===== src/rtl/nsa_pkg.sv =====
// Shared types and constants for the nibble-serial adder controller.
// Holds the FSM state encoding, the slice width and the counter-width helper.
// Pure declarations; no logic of its own.
package nsa_pkg;

  localparam int NIB_W = 4;

  typedef enum logic [1:0] {
    IDLE = 2'd0,
    RUN  = 2'd1,
    DONE = 2'd2
  } state_t;

  // Width of the pass counter; never narrower than one bit.
  function automatic int cnt_w(input int nibs);
    return (nibs > 1) ? $clog2(nibs) : 1;
  endfunction

endpackage


===== src/rtl/nibble_serial_add_ctrl_if.sv =====
// Operand/result handshake bundle for nibble_serial_add_ctrl.
// op_sub exists only when NSA_SUB_EN is defined.
// master = operand producer / result consumer, slave = the controller.
interface nibble_serial_add_ctrl_if #(
  parameter int WIDTH = 16
);

  logic             in_valid;
  logic             in_ready;
  logic [WIDTH-1:0] a;
  logic [WIDTH-1:0] b;
`ifdef NSA_SUB_EN
  logic             op_sub;
`endif
  logic             out_valid;
  logic             out_ready;
  logic [WIDTH-1:0] sum;
  logic             cout;

  modport master (
    output in_valid, a, b, out_ready,
`ifdef NSA_SUB_EN
    output op_sub,
`endif
    input  in_ready, out_valid, sum, cout
  );

  modport slave (
    input  in_valid, a, b, out_ready,
`ifdef NSA_SUB_EN
    input  op_sub,
`endif
    output in_ready, out_valid, sum, cout
  );

endinterface


===== src/rtl/nibble_add_slice.sv =====
// Combinational 4-bit ripple-carry adder slice with explicit carry in.
// Latency: zero cycles (pure combinational).
// No flow control; the controller decides when its output is used.
module nibble_add_slice
  import nsa_pkg::*;
(
  input  logic [NIB_W-1:0] a,
  input  logic [NIB_W-1:0] b,
  input  logic             cin,
  output logic [NIB_W-1:0] sum,
  output logic             cout
);

  logic [NIB_W:0] c;

  // Ripple the carry bit by bit from cin up to cout.
  always_comb begin
    c    = '0;
    sum  = '0;
    c[0] = cin;
    for (int i = 0; i < NIB_W; i++) begin
      sum[i]   = a[i] ^ b[i] ^ c[i];
      c[i+1]   = (a[i] & b[i]) | (c[i] & (a[i] ^ b[i]));
    end
    cout = c[NIB_W];
  end

endmodule


===== src/rtl/nibble_serial_add_ctrl.sv =====
// WIDTH-bit add (or a-b with NSA_SUB_EN) using one 4-bit slice, LS nibble first.
// Latency: out_valid rises NIBS cycles after the accept edge; NIBS+2 cycles per op.
// Backpressure: result holds in DONE until out_ready; in_ready is low while busy.
module nibble_serial_add_ctrl
  import nsa_pkg::*;
#(
  parameter int WIDTH = 16
) (
  input  logic                    clk,
  input  logic                    rst_n,
  nibble_serial_add_ctrl_if.slave bus,
  output logic                    busy
);

  localparam int NIBS  = WIDTH / NIB_W;
  localparam int CNT_W = cnt_w(NIBS);
  localparam logic [CNT_W-1:0] LAST_CNT = CNT_W'(NIBS - 1);

  if (((WIDTH % NIB_W) != 0) || (WIDTH < 8)) begin : g_width_check
    $error("nibble_serial_add_ctrl: WIDTH must be a multiple of 4 and >= 8");
  end

  state_t           state;
  state_t           state_nx;
  logic [WIDTH-1:0] a_sh;
  logic [WIDTH-1:0] b_sh;
  logic [WIDTH-1:0] sum_sh;
  logic [WIDTH-1:0] sum_q;
  logic             carry;
  logic             cout_q;
  logic [CNT_W-1:0] cnt;
  logic [NIB_W-1:0] slice_sum;
  logic             slice_cout;
  logic             last_pass;
  logic             init_carry;
  logic [WIDTH-1:0] b_load;

  // Subtraction is a + ~b + 1: invert B at load and seed the carry with 1.
`ifdef NSA_SUB_EN
  assign init_carry = bus.op_sub;
  assign b_load     = bus.op_sub ? ~bus.b : bus.b;
`else
  assign init_carry = 1'b0;
  assign b_load     = bus.b;
`endif

  nibble_add_slice u_slice (
    .a    (a_sh[NIB_W-1:0]),
    .b    (b_sh[NIB_W-1:0]),
    .cin  (carry),
    .sum  (slice_sum),
    .cout (slice_cout)
  );

  assign last_pass = (cnt == LAST_CNT);
  assign bus.sum   = sum_q;
  assign bus.cout  = cout_q;

  // FSM state register.
  always_ff @(posedge clk or negedge rst_n) begin
    if (!rst_n) state <= IDLE;
    else        state <= state_nx;
  end

  // Next-state decode and handshake outputs; in_ready is only high in IDLE.
  always_comb begin
    state_nx      = state;
    bus.in_ready  = 1'b0;
    bus.out_valid = 1'b0;
    busy          = 1'b0;
    unique case (state)
      IDLE: begin
        bus.in_ready = 1'b1;
        if (bus.in_valid) state_nx = RUN;
      end
      RUN: begin
        busy = 1'b1;
        if (last_pass) state_nx = DONE;
      end
      DONE: begin
        busy          = 1'b1;
        bus.out_valid = 1'b1;
        if (bus.out_ready) state_nx = IDLE;
      end
      default: state_nx = IDLE;
    endcase
  end

  // Operand shifting, carry chaining and result capture on the last pass.
  always_ff @(posedge clk or negedge rst_n) begin
    if (!rst_n) begin
      a_sh   <= '0;
      b_sh   <= '0;
      sum_sh <= '0;
      sum_q  <= '0;
      carry  <= 1'b0;
      cout_q <= 1'b0;
      cnt    <= '0;
    end else begin
      case (state)
        IDLE: begin
          if (bus.in_valid) begin
            a_sh  <= bus.a;
            b_sh  <= b_load;
            carry <= init_carry;
            cnt   <= '0;
          end
        end
        RUN: begin
          sum_sh <= {slice_sum, sum_sh[WIDTH-1:NIB_W]};
          carry  <= slice_cout;
          a_sh   <= a_sh >> NIB_W;
          b_sh   <= b_sh >> NIB_W;
          cnt    <= cnt + CNT_W'(1);
          if (last_pass) begin
            sum_q  <= {slice_sum, sum_sh[WIDTH-1:NIB_W]};
            cout_q <= slice_cout;
          end
        end
        default: ;
      endcase
    end
  end

endmodule

===== src/flat_wrapper.sv =====
// flat-port wrapper written by rule: the top's interface ports become plain ports
module nibble_serial_add_ctrl_flat import nsa_pkg::*;
#(
  parameter int WIDTH = 16
)
  (clk, rst_n, busy, bus_in_valid, bus_a, bus_b, bus_out_ready, bus_in_ready, bus_out_valid, bus_sum, bus_cout);
  nibble_serial_add_ctrl_if #(.WIDTH(WIDTH)) bus_i ();
  input  logic clk;
  input  logic rst_n;
  output logic busy;
  input wire logic [$bits(bus_i.in_valid)-1:0] bus_in_valid;
  input wire logic [$bits(bus_i.a)-1:0] bus_a;
  input wire logic [$bits(bus_i.b)-1:0] bus_b;
  input wire logic [$bits(bus_i.out_ready)-1:0] bus_out_ready;
  output wire logic [$bits(bus_i.in_ready)-1:0] bus_in_ready;
  output wire logic [$bits(bus_i.out_valid)-1:0] bus_out_valid;
  output wire logic [$bits(bus_i.sum)-1:0] bus_sum;
  output wire logic [$bits(bus_i.cout)-1:0] bus_cout;
  assign bus_i.in_valid = bus_in_valid;
  assign bus_i.a = bus_a;
  assign bus_i.b = bus_b;
  assign bus_i.out_ready = bus_out_ready;
  assign bus_in_ready = bus_i.in_ready;
  assign bus_out_valid = bus_i.out_valid;
  assign bus_sum = bus_i.sum;
  assign bus_cout = bus_i.cout;
  nibble_serial_add_ctrl #(.WIDTH(WIDTH)) u_core (.clk(clk), .rst_n(rst_n), .bus(bus_i), .busy(busy));
endmodule

===== config.mk =====
export PLATFORM = sky130hd
export DESIGN_NAME = nibble_serial_add_ctrl_flat
export DESIGN_NICKNAME = d
export VERILOG_FILES = /design/src/rtl/nsa_pkg.sv /design/src/rtl/nibble_serial_add_ctrl_if.sv /design/src/rtl/nibble_add_slice.sv /design/src/rtl/nibble_serial_add_ctrl.sv /design/src/flat_wrapper.sv
export SDC_FILE = /design/constraint.sdc
export NUM_CORES = 1
export LEC_CHECK = 0
export BUFFER_PORTS_ARGS = -buffer_cell sky130_fd_sc_hd__buf_2
export CORE_ASPECT_RATIO = 1.4
export CORE_MARGIN = 10
export CORE_UTILIZATION = 39
export DETAILED_ROUTE_END_ITERATION = 7
export MAX_ROUTING_LAYER = met4
export PLACE_DENSITY = 0.61
export SYNTH_ARGS = -nofsm -noshare
export SYNTH_HDL_FRONTEND = slang
export SYNTH_SLANG_ARGS = --single-unit

===== constraint.sdc =====
create_clock -name clk -period 4.73 [get_ports clk]
set_input_delay 0.473 -clock clk [delete_from_list [all_inputs] [get_ports clk]]
set_output_delay 0.473 -clock clk [all_outputs]
set_load 0.01 [all_outputs]

==> impl_metrics.tcl <==
set metrics [dict create \
    top_level_ports 56 \
    cp_slowest_cell "nand2_1" \
    portBuffers 55 \
    use_met2_pct 16.7 \
    cp.arrival_ps 2480 \
    cts_max_level 3 \
    met3_usage_pct 3.30 \
    cts_hold_buf 0 \
    crit_type "flip-flop to flip-flop" \
    drt_iter0_markers 43 \
    stdcell_area_mm2 0.00347 \
    fin_tns_setup_ps 0 \
    totalWireLength_mm 5.76 \
    synthAdderAreaFrac_pct 4.46 \
    skew_ps 7.58 \
    cts_sinks 66 \
    irDropWorstVdd_v 0.000309 \
    synth-compound-area-share_pct 9.94 \
    start_util_pct 39.9 \
    final_core_util_pct 47.5 \
    cp_cell_sequence "inv_1, ha_2, nand2_1, mux2_2" \
    critPathMaxStageDelay_ps 620 \
    worstPathRequired_ps 4940 \
    die_y_um 122 \
    dp_slack_ps 2380 \
    busiest_layer "met2" \
    dp_hpwl_mm 4.24 \
    routabilityCongestion 0.749 \
    cts_tree "built" \
    timing.rr.start "u_core.state[1]" \
    synth_top_family_by_area "multiplexers" \
    setup_slack_ps 2460 \
    syn_area_mm2 0.00292 \
    grt_pass1_wl_mm 9.70 \
    synth_top_cell_area_share_pct 56.6 \
    clk_latency_ps 330 \
    hold_viol_final 0 \
    grt_use_total_pct 11.0 \
    synth_edf_count 0 \
    num_rows 37 \
    synth_simple_gate_area_share_pct 6.34 \
    clk_pin_slew_ps 70 \
    ant_nets 0 \
    clockBufferDepth 2 \
    drive_gt1_share_pct 31.6 \
    final_nets 346 \
    rsz0062_at_grt "no" \
    grt_start_max_net_pins 67 \
    synth.area.mux_share_pct 17.9 \
    synth_xor_area_share_pct 0 \
    cap_viol_max_count 0 \
    path_max_fanout 24 \
    synthDistinctLibCells 21 \
    async_flop_share_pct 100 \
    die_w_um 93.1 \
    post-route-min-period_ps 2270 \
    synth-warning-count 0 \
    power_density_mw_per_mm2 714 \
    routed_via_density 4.80 \
    antenna_found_initial 0 \
    r2r_end "u_core.bus.sum[3]" \
    fill_cells 723 \
    worstMarginPinSlew_ps 823 \
    ys_seq_elements 66 \
    synthesis.nets 291 \
    reg2reg_depth 4 \
    relSlewSlack_pct 45.1 \
    core_area_mm2 0.00731 \
    drc_errors 0 \
    cts_resized 0 \
    synth_flop_cell "dfrtp_1" \
    wl_per_cell_um 14.3 \
    layout_common_cells "dfrtp_1 (66), buf_2 (55), nand2_1 (41)" \
    outcome "completed" \
    cp-end-kind "flip-flop" \
    r2r_slack_ps 2460 \
    min_period_over_period_pct 48.0 \
    layout_commonest_cell "dfrtp_1" \
    netlist_top_cells_area "dfrtp_1 (57%), mux2_2 (8.9%), mux2i_1 (8.6%)" \
    start_kind "flip-flop" \
    postCtsSetupBuffers 0 \
    n_antenna_cell 0 \
    first_global_vias 2008 \
    setup_viol 0 \
    vias 1941 \
    dieArea_mm2 0.0114 \
    yosysSeqAreaShare_pct 56.6 \
    cts_buffers 9 \
    gr-total-overflow 0 \
    leakagePower_nw 1.67 \
    root_buffer "clkbuf_8" \
    post_dp_cell_area_mm2 0.00326 \
    postSynthCellCount 247 \
    use_met1_pct 13.1 \
    slew_viol_final 0 \
    area_delta_synth_final_pct 18.9 \
    syn_area_per_cell_um2 11.8 \
    firstDrtPassIters 4 \
    fmax_ghz 0.440 \
    synth_largest_area_cell "dfrtp_1" \
    hold_path.class "input port to async pin" \
]
[synth_stat cells (2+ instances only)]
cell / count
mux2_2: 23
a22oi_1: 8
a31oi_1: 4
nand2_1: 41
o21ai_0: 35
buf_6: 4
inv_1: 11
nand2b_1: 3
fa_1: 4
mux2i_1: 25
ha_1: 4
clkbuf_2: 2
dfrtp_1: 66
buf_2: 7
o21ai_1: 4
[critical path: cells and delay by family, from the launching register on]
kind | cells | cell delay [ps]
simple gates | 1 | 620
fa+ha+maj | 1 | 580
mux | 1 | 460
flops | 1 | 400
buf+inv | 1 | 90
[worst max-delay path by stage]
stage	from	endpoint	slack, ps	depth (start not counted)
after floorplan	u_core.carry	u_core.bus.sum[15]	2650	8
after detailed placement	u_core.state[1]	u_core.bus.sum[3]	2380	4
final	u_core.state[1]	u_core.bus.sum[3]	2460	4
after CTS	u_core.state[1]	u_core.bus.sum[3]	2360	4
after global routing	u_core.state[1]	u_core.bus.sum[3]	2250	4
after global placement	u_core.state[1]	u_core.bus.sum[14]	2450	4
[power breakdown]
part	total [mW]	internal, mW	leakage, nW	switching (mW)
clock network	0.499	0.302	0.110	0.197
logic	1.01	0.466	0.730	0.547
registers	0.968	0.827	0.830	0.141
[final cells by class]
class	instances	area [µm²]	area share, %
sequential	66	1650	47.6
multi-input combinational	155	1140	32.8
timing repair buffer	58	298	8.58
clock buffer	15	186	5.37
tap	97	121	3.50
inverter	12	45.0	1.30
clock inverter	1	30.0	0.865
[state kept, by name (all words and copies together) (netlist names)]
signal,flops
u_core.carry,1
u_core.cnt,2
u_core.state,2
u_core.a_sh,16
u_core.bus.sum,16
u_core.bus.cout,1
u_core.sum_sh,12
u_core.b_sh,16
[per-layer routing]
metal | share of wire (%) | vias up
met2 | 47 | 52
met4 | 1.7 | 0
met5 | 0 | -
li1 | - | 952
met1 | 46 | 928
met3 | 5.7 | 9
[stage by stage]
step	cells	hold WS, ps	total power [mW]
detailed placement	388	468	2.03
global placement	388	457	1.99
finish	404	329	2.48
CTS	404	352	2.53
floorplan	247	177	1.76
global route	404	379	2.70
[kinds of logic after synthesis]
group	count (synthesis)
flip-flops	66
adder cells (fa/ha/maj)	8
multiplexers	49
AO/OA/AOI/OAI	52
buffers and inverters	26
AND/OR/NAND/NOR	46
No activity file was read; power rests on OpenSTA's default activity.
